File: src/rtl/tim_dma.sv
// Single-outstanding memory initiator that copies or fills a block of words over the TIM handshake.
// Optional TIM_DMA_TIMEOUT_EN aborts a stalled response after TIMEOUT cycles and raises error.
module tim_dma #(
    parameter int LEN_WIDTH = 16,
    parameter int TIMEOUT   = 255
) (
    input  logic                 clock,
    input  logic                 reset,
    input  logic                 start,
    input  logic                 mode,
    input  logic [31:0]          src_addr,
    input  logic [31:0]          dst_addr,
    input  logic [LEN_WIDTH-1:0] length,
    input  logic [31:0]          fill_data,
    output logic                 busy,
    output logic                 done,
    output logic                 error,
    output logic [LEN_WIDTH-1:0] count,
    output logic                 mem_valid,
    output logic                 mem_instr,
    output logic [31:0]          mem_addr,
    output logic [31:0]          mem_wdata,
    output logic [3:0]           mem_wstrb,
    input  logic [31:0]          mem_rdata,
    input  logic                 mem_ready
);

    typedef enum logic [2:0] {
        S_IDLE, S_RD_REQ, S_RD_WAIT, S_WR_REQ, S_WR_WAIT, S_DONE
    } state_t;

    state_t               state_q, state_d;
    logic [31:0]          src_q, src_d;
    logic [31:0]          dst_q, dst_d;
    logic [LEN_WIDTH-1:0] len_q, len_d;
    logic [LEN_WIDTH-1:0] count_q, count_d;
    logic [31:0]          buf_q, buf_d;
    logic                 mode_q, mode_d;
    logic                 error_q, error_d;
    logic                 unused_ok;

`ifdef TIM_DMA_TIMEOUT_EN
    localparam int TMO_W = $clog2(TIMEOUT + 1);
    logic [TMO_W-1:0] tmo_q, tmo_d;
    assign unused_ok = ^{src_addr[1:0], dst_addr[1:0]};
`else
    assign unused_ok = ^{src_addr[1:0], dst_addr[1:0], (TIMEOUT != 0)};
`endif

    always_ff @(posedge clock) begin
        if (reset) begin
            state_q <= S_IDLE;
            src_q   <= '0;
            dst_q   <= '0;
            len_q   <= '0;
            count_q <= '0;
            buf_q   <= '0;
            mode_q  <= 1'b0;
            error_q <= 1'b0;
`ifdef TIM_DMA_TIMEOUT_EN
            tmo_q   <= '0;
`endif
        end else begin
            state_q <= state_d;
            src_q   <= src_d;
            dst_q   <= dst_d;
            len_q   <= len_d;
            count_q <= count_d;
            buf_q   <= buf_d;
            mode_q  <= mode_d;
            error_q <= error_d;
`ifdef TIM_DMA_TIMEOUT_EN
            tmo_q   <= tmo_d;
`endif
        end
    end

    always_comb begin
        state_d   = state_q;
        src_d     = src_q;
        dst_d     = dst_q;
        len_d     = len_q;
        count_d   = count_q;
        buf_d     = buf_q;
        mode_d    = mode_q;
        error_d   = error_q;
        mem_valid = 1'b0;
        mem_addr  = '0;
        mem_wdata = '0;
        mem_wstrb = 4'h0;
`ifdef TIM_DMA_TIMEOUT_EN
        tmo_d     = tmo_q;
`endif
        case (state_q)
            S_IDLE: begin
                if (start) begin
                    src_d   = {src_addr[31:2], 2'b00};
                    dst_d   = {dst_addr[31:2], 2'b00};
                    len_d   = length;
                    mode_d  = mode;
                    // Fill mode reuses the data buffer as the constant write word.
                    buf_d   = mode ? fill_data : '0;
                    count_d = '0;
                    error_d = 1'b0;
                    if (length == '0)
                        state_d = S_DONE;
                    else
                        state_d = mode ? S_WR_REQ : S_RD_REQ;
                end
            end
            S_RD_REQ: begin
                mem_valid = 1'b1;
                mem_addr  = src_q;
                state_d   = S_RD_WAIT;
`ifdef TIM_DMA_TIMEOUT_EN
                tmo_d     = '0;
`endif
            end
            S_RD_WAIT: begin
                if (mem_ready) begin
                    buf_d   = mem_rdata;
                    state_d = S_WR_REQ;
                end
`ifdef TIM_DMA_TIMEOUT_EN
                else if (tmo_q == TMO_W'(TIMEOUT - 1)) begin
                    error_d = 1'b1;
                    state_d = S_DONE;
                end else begin
                    tmo_d = tmo_q + 1'b1;
                end
`endif
            end
            S_WR_REQ: begin
                mem_valid = 1'b1;
                mem_addr  = dst_q;
                mem_wdata = buf_q;
                mem_wstrb = 4'hF;
                state_d   = S_WR_WAIT;
`ifdef TIM_DMA_TIMEOUT_EN
                tmo_d     = '0;
`endif
            end
            S_WR_WAIT: begin
                if (mem_ready) begin
                    count_d = count_q + 1'b1;
                    src_d   = src_q + 32'd4;
                    dst_d   = dst_q + 32'd4;
                    if (count_q + 1'b1 == len_q)
                        state_d = S_DONE;
                    else
                        state_d = mode_q ? S_WR_REQ : S_RD_REQ;
                end
`ifdef TIM_DMA_TIMEOUT_EN
                else if (tmo_q == TMO_W'(TIMEOUT - 1)) begin
                    error_d = 1'b1;
                    state_d = S_DONE;
                end else begin
                    tmo_d = tmo_q + 1'b1;
                end
`endif
            end
            S_DONE:  state_d = S_IDLE;
            default: state_d = S_IDLE;
        endcase
    end

    assign busy      = (state_q != S_IDLE);
    assign done      = (state_q == S_DONE);
    assign error     = error_q;
    assign count     = count_q;
    assign mem_instr = 1'b0;

endmodule

File: config.mk
export PLATFORM = sky130hd
export DESIGN_NAME = tim_dma
export DESIGN_NICKNAME = d
export VERILOG_FILES = /design/src/rtl/tim_dma.sv
export SDC_FILE = /design/constraint.sdc
export NUM_CORES = 1
export LEC_CHECK = 0
export ABC_AREA = 1
export BUFFER_PORTS_ARGS = -buffer_cell sky130_fd_sc_hd__buf_2
export CORE_MARGIN = 3
export CORE_UTILIZATION = 38
export CTS_BUF_LIST = sky130_fd_sc_hd__clkbuf_4 sky130_fd_sc_hd__clkbuf_8
export DETAILED_ROUTE_END_ITERATION = 10
export SYNTH_ARGS = -nofsm -noshare
export SYNTH_HDL_FRONTEND = slang
export SYNTH_SLANG_ARGS = --single-unit
File: constraint.sdc
create_clock -name clock -period 2.8 [get_ports clock]
set_clock_uncertainty 0.05 [all_clocks]
set_input_delay 0.84 -clock clock [delete_from_list [all_inputs] [get_ports clock]]
set_output_delay 0.84 -clock clock [all_outputs]
set_load 0.02 [all_outputs]
==> results by group, run 1 <==
Outcome
  – Status: finished, final reports clean

Timing
  – Fin. Hold Viols: 0
  – Min Tclk post-route: 2678 ps
  – Setup violations, final: 0
  – Max-slew headroom: 0.2594
  – RSZ-0062 raised after global routing: true
  – Final critical-path share of the clock period: 0.9564
  – Final Max Slew Viols: 0
  – Final hold slack: 406.7 ps
  – Least-Margin Pin Slew: 1110 ps
  – Fin worst setup slack: 122.0 ps
  – F_max: 0.3734 GHz

Clocking
  – CTS Hold Bufs: 0
  – Clock Path Buffers: 2
  – Clock latency on the worst-skew pair: 450 ps
  – CTS tree: built
  – Clock slew seen by the registers of the worst setup and hold paths: 70 ps
  – Root Buffer: clkbuf_8
  – Num CTS Buffers: 17
  – CTS H-tree depth: 4
  – Sink Count: 128

Drt
  – DRT Pass-1 Iters: 6
  – Drt via density: 5.177
  – Routed length on met1: 12160 um
  – Met3 routed WL: 1729 um
  – DRT Wirelength: 26280 um
  – Drt initial violations: 577
  – Remaining DRCs: 0
  – Wire length per cell: 15.28 um
  – Final ANT Viol Nets: 0
  – Routed length on met2: 12040 um
  – Max layer used: met4
  – Via count: 8904

Worst hold path
  – Hold Path Cell Cnt: 2
  – Endpoint, Worst Hold: mode_q$_SDFFE_PP0P_
  – Worst Hold Class: flop to flop
  – Hold_sp: mode_q$_SDFFE_PP0P_

Critical path
  – R2r setup slk: 520 ps
  – Critical Path End Type: primary output
  – CP Data Arrival Time: 1790 ps
  – CP bufs+invs: 4
  – Setup CP Type: flop to primary output
  – Slowest cell on crit path: dfxtp_1
  – Crit-path cells: inv_1 -> nor3_4 -> inv_2 -> buf_6 -> o22ai_1 -> buf_2
  – Max incr delay on CP: 360 ps
  – Nature of the critical path startpoint: flop
  – CP max FO: 40
  – Reg-to-reg endpoint: dst_q[28]$_SDFFE_PP0P_
  – Worst Path Required: 1910 ps
  – R2R depth: 11
  – Top delay family on crit path: buffers and inverters
  – Critical R2R Launch: dst_q[2]$_SDFFE_PP0P_

Floorplanning
  – Io pins: 238
  – CORE AREA: 20620 um^2
  – Die Area: 23220 um^2
  – Chip Height: 152.4 um
  – Initial Util: 0.3949
  – Die X: 152.4 um
  – # rows: 52

Placement
  – Placed cells: 1688
  – Port Buffers: 229
  – DP HPWL: 18520 um
  – Final GP Congestion: 0.8842
  – Dpl ws: 336.5 ps

Synthesis
  – Synth area leaders: dfxtp_1 (31%), nand2_1 (11%), o21ai_0 (8.1%)
  – EDFF count, synth: 0
  – Ys async rst share: 0
  – Post-synthesis cell count: 1244
  – Synth top area share: 0.3146
  – Cell taking the most area after synthesis: dfxtp_1
  – Synth cell types: 51
  – Post-Syn Area: 8144 um^2
  – Register area share after synthesis: 0.3146
  – Synth Register Bits: 128
  – Post-Syn Area per Cell: 6.547 um^2
  – Main flop type after synthesis: dfxtp_1
  – Yosys Warn Count: 0

Flow run
  – Max_cap viols: 0

GRT
  – Tot GR Track Use: 0.2200
  – First-pass GRT wire length: 42840 um
  – Initial antenna violation count: 0
  – Largest net degree at the start of global routing: 70
  – Remaining Overflow, GRT: 0
  – Vias in the first global route: 8463

Power and ir drop
  – Maximum vdd drop: 352.7 uV
  – Leak Pwr: 4.192 nW
  – Pwr dens: 699.8 nW/um^2

Cells and area
  – Final std cells w/o fill: 1720
  – Final Util: 0.4793
  – Ant diodes: 0
  – Area Growth Syn to Fin: 21.39%
  – Layout filler cell count: 2166
  – Multi-input gate area: 4604 um^2
  – Layout Nets: 1589
  – Share of layout cells above drive strength 1: 0.2372
  – Storage cell area: 2564 um^2
[worst register-to-register path: cells and delay by family (launching register included)]
family,cells,cell delay [ps]
compound gates,3,400
fa+ha+maj,1,260
flops,1,370
simple gates,7,1090
[synth_stat cells (4+ instances only)]
library cell and n:
buf_2 16, clkbuf_1 39, xor2_1 14, buf_1 6, nor2_2 8, dfxtp_1 128
nand2_1 236, nand3_1 99, o22ai_1 33, o21bai_1 12, inv_1 152, nand3_2 4
a211oi_1 7, nor4_1 11, nor2_4 11, o21ai_0 131, a31oi_1 37, buf_4 9
or2_2 12, nand2_2 10, nand4_1 15, inv_2 4, a21oi_1 89, nor2_1 78
o21ai_1 13, nor3_1 19, a221oi_1 10
[stage by stage]
step,setup TNS (ps),cell area [um^2],power [mW]
after global placement,0,9424,5.088
final,0,9886,6.918
after CTS,0,9881,6.967
after global routing,-2.230,9886,7.433
after detailed placement,0,9424,5.123
after floorplan,0,8162,4.402
[placed cells by master (no fill, tap or decap), types with 13 or more instances in the layout]
master / n
a21oi_1: 89
dfxtp_1: 127
o21ai_1: 13
nor2_1: 78
inv_1: 151
clkbuf_8: 19
o22ai_1: 32
xor2_1: 14
a31oi_1: 37
nand4_1: 15
nand2_1: 236
nand3_1: 99
buf_2: 229
o21ai_0: 131
buf_4: 14
nor3_1: 19
[where the power goes]
| group | leakage [nW] | switching, mW | internal, mW |
|---|---|---|---|
| Combinational | 2.92 | 1.64 | 0.846 |
| Sequential | 1.05 | 0.336 | 2.27 |
| Clock | 0.222 | 0.808 | 1.02 |
[what timing repair did]
| action | 4_1_cts | 5_1_grt |
|---|---|---|
| setup endpoints to repair | 3 | 22 |
| gates resized for setup | 2 | 2 |
| buffers inserted | 0 | 0 |
[per-layer routing]
| metal | GRT usage | up-vias |
|---|---|---|
| li1 | - | 4567 |
| met1 | 0.2968 | 4035 |
| met2 | 0.3620 | 272 |
| met3 | 0.04771 | 30 |
| met4 | 0.05009 | 0 |
| met5 | 0 | - |
[how the worst max path moves through the flow]
stage | end | cells after the start | start | slack, ps
final | mem_addr[30] | 6 | state_q[0]$_SDFFE_PP0P_ | 120
after global routing | mem_addr[25] | 6 | state_q[0]$_SDFFE_PP0P_ | -1
after CTS | mem_addr[18] | 5 | state_q[1]$_SDFFE_PP0P_ | 10
after detailed placement | src_q[31]$_SDFFE_PP0P_ | 10 | mem_ready | 340
after global placement | src_q[27]$_SDFFE_PP0P_ | 10 | mem_ready | 360
after floorplan | mem_addr[19] | 6 | state_q[1]$_SDFFE_PP0P_ | 160
[flip-flops by register name, summed over array words and instances, names as in the netlist]
name	flops
state_q	3
count	16
len_q	16
src_q	30
mode_q	1
dst_q	30
buf_q	32
[cells by family after synthesis]
logic type / synth area share
and+or+nand+nor: 0.2988
AOI/OAI and AO/OA: 0.2358
DFF: 0.3146
xor gates and xnor gates: 0.02274
buffers and inverters: 0.1229
other: 0.0004605
adders and majority gates: 0.004609
[layout make-up]
class                           instances  area share
Clock buffer                           19     0.02645
Clock inverter                         13     0.01873
Inverter                              159     0.06063
Multi-Input combinational cell        883      0.4658
Sequential cell                       128      0.2593
Tap cell                              270     0.03417
Timing Repair Buffer                  248      0.1349
(Power assumes the default switching activity.)
==> run 2: changes to the inputs <==
--- a/config.mk
+++ b/config.mk
@@ -8,7 +8,7 @@
 export ABC_AREA = 1
 export BUFFER_PORTS_ARGS = -buffer_cell sky130_fd_sc_hd__buf_2
 export CORE_MARGIN = 3
-export CORE_UTILIZATION = 38
+export CORE_UTILIZATION = 35
 export CTS_BUF_LIST = sky130_fd_sc_hd__clkbuf_4 sky130_fd_sc_hd__clkbuf_8
 export DETAILED_ROUTE_END_ITERATION = 10
 export SYNTH_ARGS = -nofsm -noshare
==> results by group, run 2 (synthesis results as in run 1) <==
Outcome
  – Status: finished, final reports clean

Critical path
  – Worst Path Required: 1910 ps
  – Setup CP Type: flop to primary output
  – Nature of the critical path startpoint: flop
  – Critical Path End Type: primary output
  – CP max FO: 30
  – CP Data Arrival Time: 1810 ps

Power and ir drop
  – Total power: 6.810 mW
  – Leak Pwr: 4.187 nW
  – Int Power: 3.995 mW
  – Sw Share: 0.4134
  – Pwr dens: 684.4 nW/um^2
  – Switching power total: 2.815 mW
  – Sequential cell fraction of total power: 0.383
  – Clock power frac: 0.246
  – Gate power share: 0.371
  – Maximum vdd drop: 420.0 uV

GRT
  – Largest net degree at the start of global routing: 70
  – First-pass GRT wire length: 42040 um
  – Tot GR Track Use: 0.2068
  – Initial antenna violation count: 1
  – Vias in the first global route: 8254
  – Remaining Overflow, GRT: 0

Floorplanning
  – Io pins: 238
  – Chip Height: 158.5 um
  – Initial Util: 0.3575
  – # rows: 55
  – Die X: 158.5 um
  – Die Area: 25130 um^2
  – CORE AREA: 22780 um^2

Clocking
  – Num CTS Buffers: 17
  – Clock latency on the worst-skew pair: 460 ps
  – CTS Hold Bufs: 0
  – CTS tree: built
  – Root Buffer: clkbuf_8
  – Clock Path Buffers: 2
  – CTS H-tree depth: 4
  – Clock slew seen by the registers of the worst setup and hold paths: 80 ps
  – Sink Count: 128
  – Setup Fix Bufs, Post-CTS: 0

Cells and area
  – Biggest register: buf_q
  – Final Util: 0.4368
  – Max reg flops: 32
  – Share of layout cells above drive strength 1: 0.2391
  – Most common cell after layout, fill and taps aside: nand2_1
  – Most frequent cells in the layout: nand2_1 (236), buf_2 (229), inv_1 (151), o21ai_0 (131), dfxtp_1 (127)
  – Layout Nets: 1590
  – Area Growth Syn to Fin: 22.17%
  – Final std cells w/o fill: 1766
  – Layout filler cell count: 2432
  – Top Registers: buf_q (32), dst_q (30), src_q (30)

Timing
  – Min Tclk post-route: 2701 ps
  – Max-slew headroom: 0.4833
  – RSZ-0062 raised after global routing: false
  – Setup TNS: 0 ps
  – Fin. Hold Viols: 0
  – Final Max Slew Viols: 0
  – Final critical-path share of the clock period: 0.9645
  – Final hold slack: 409.6 ps
  – Least-Margin Pin Slew: 775.1 ps
  – Setup violations, final: 0
  – F_max: 0.3703 GHz

Drt
  – Met3 routed WL: 1508 um
  – Remaining DRCs: 0
  – DRT Pass-1 Iters: 5
  – Routed length on met1: 12150 um
  – Drt via density: 5.036
  – DRT Wirelength: 26580 um
  – Via count: 8893
  – Wire length per cell: 15.05 um
  – Max layer used: met4
  – Drt initial violations: 684
  – Routed length on met2: 12550 um
  – Final ANT Viol Nets: 0

Placement
  – Port Buffers: 229
  – Final GP Congestion: 0.8777
  – DP HPWL: 18910 um
  – Placed cells: 1732

Worst hold path
  – Worst Hold Class: flop to flop

Flow run
  – Max_cap viols: 0
[run 2: cell types whose count changed in the layout (fill, tap and decap cells not counted)]
cell       before  now
buf_12          3    5
inv_6           1    2
buf_8           0    1
o22ai_2         1    3
clkbuf_4        0    1
buf_4          14   13
buf_6           2    1
o22ai_1        32   30
bufinv_16       4    2
diode_2         0    2
[run 2: power by group through the flow]
stage	registers [mW]	clock network, mW	logic (mW)
global route	2.68	1.80	2.85
CTS	2.60	1.73	2.53
floorplan	2.56	0	1.85
global placement	2.63	0	2.49
detailed placement	2.64	0	2.51
finish	2.61	1.68	2.53
[run 2: final timing paths]
kind	cells after the start	start	endpoint	slack [ps]
worst max-delay path	5	state_q[1]$_SDFFE_PP0P_	mem_addr[17]	100
worst min-delay path	2	mode_q$_SDFFE_PP0P_	mode_q$_SDFFE_PP0P_	410
worst min register to register	2	mode_q$_SDFFE_PP0P_	mode_q$_SDFFE_PP0P_	410
worst max register to register	11	dst_q[3]$_SDFFE_PP0P_	dst_q[28]$_SDFFE_PP0P_	610
[run 2: critical path: stages (launching register included)]
cell and delay [ps]:
dfxtp_2 350, inv_1 130, nand3_1 150, buf_6 230, o21ai_0 270, buf_2 220
[run 2: area by class of cell]
| type | instances | area [um^2] | share of cell area |
|---|---|---|---|
| Antenna cell | 2 | 5.005 | 0.0005030 |
| Tap cell | 313 | 391.6 | 0.03936 |
| Sequential cell | 128 | 2564 | 0.2577 |
| Clock buffer | 20 | 269.0 | 0.02704 |
| Inverter | 159 | 599.3 | 0.06024 |
| Multi-Input combinational cell | 883 | 4617 | 0.4640 |
| Clock inverter | 12 | 133.9 | 0.01346 |
| Timing Repair Buffer | 249 | 1370 | 0.1377 |
[run 2: stage by stage]
stage | instance area [um^2] | setup WS [ps]
6_report | 9950 | 99.36
5_1_grt | 9947 | 2.879
4_1_cts | 9933 | 52.54
3_5_place_dp | 9510 | 451.2
3_3_place_gp | 9510 | 444.3
2_1_floorplan | 8162 | 165.0
[run 2: layer usage]
metal	vias up	GRT usage
li1	4571	-
met1	4072	0.2781
met2	228	0.3397
met3	22	0.04023
met4	0	0.05571
met5	-	0
[run 2: timing repair]
action,CTS,global route
gates cloned,0,0
endpoints found under the hold margin,0,0
gates resized for setup,4,4
endpoints found under the setup margin,10,23
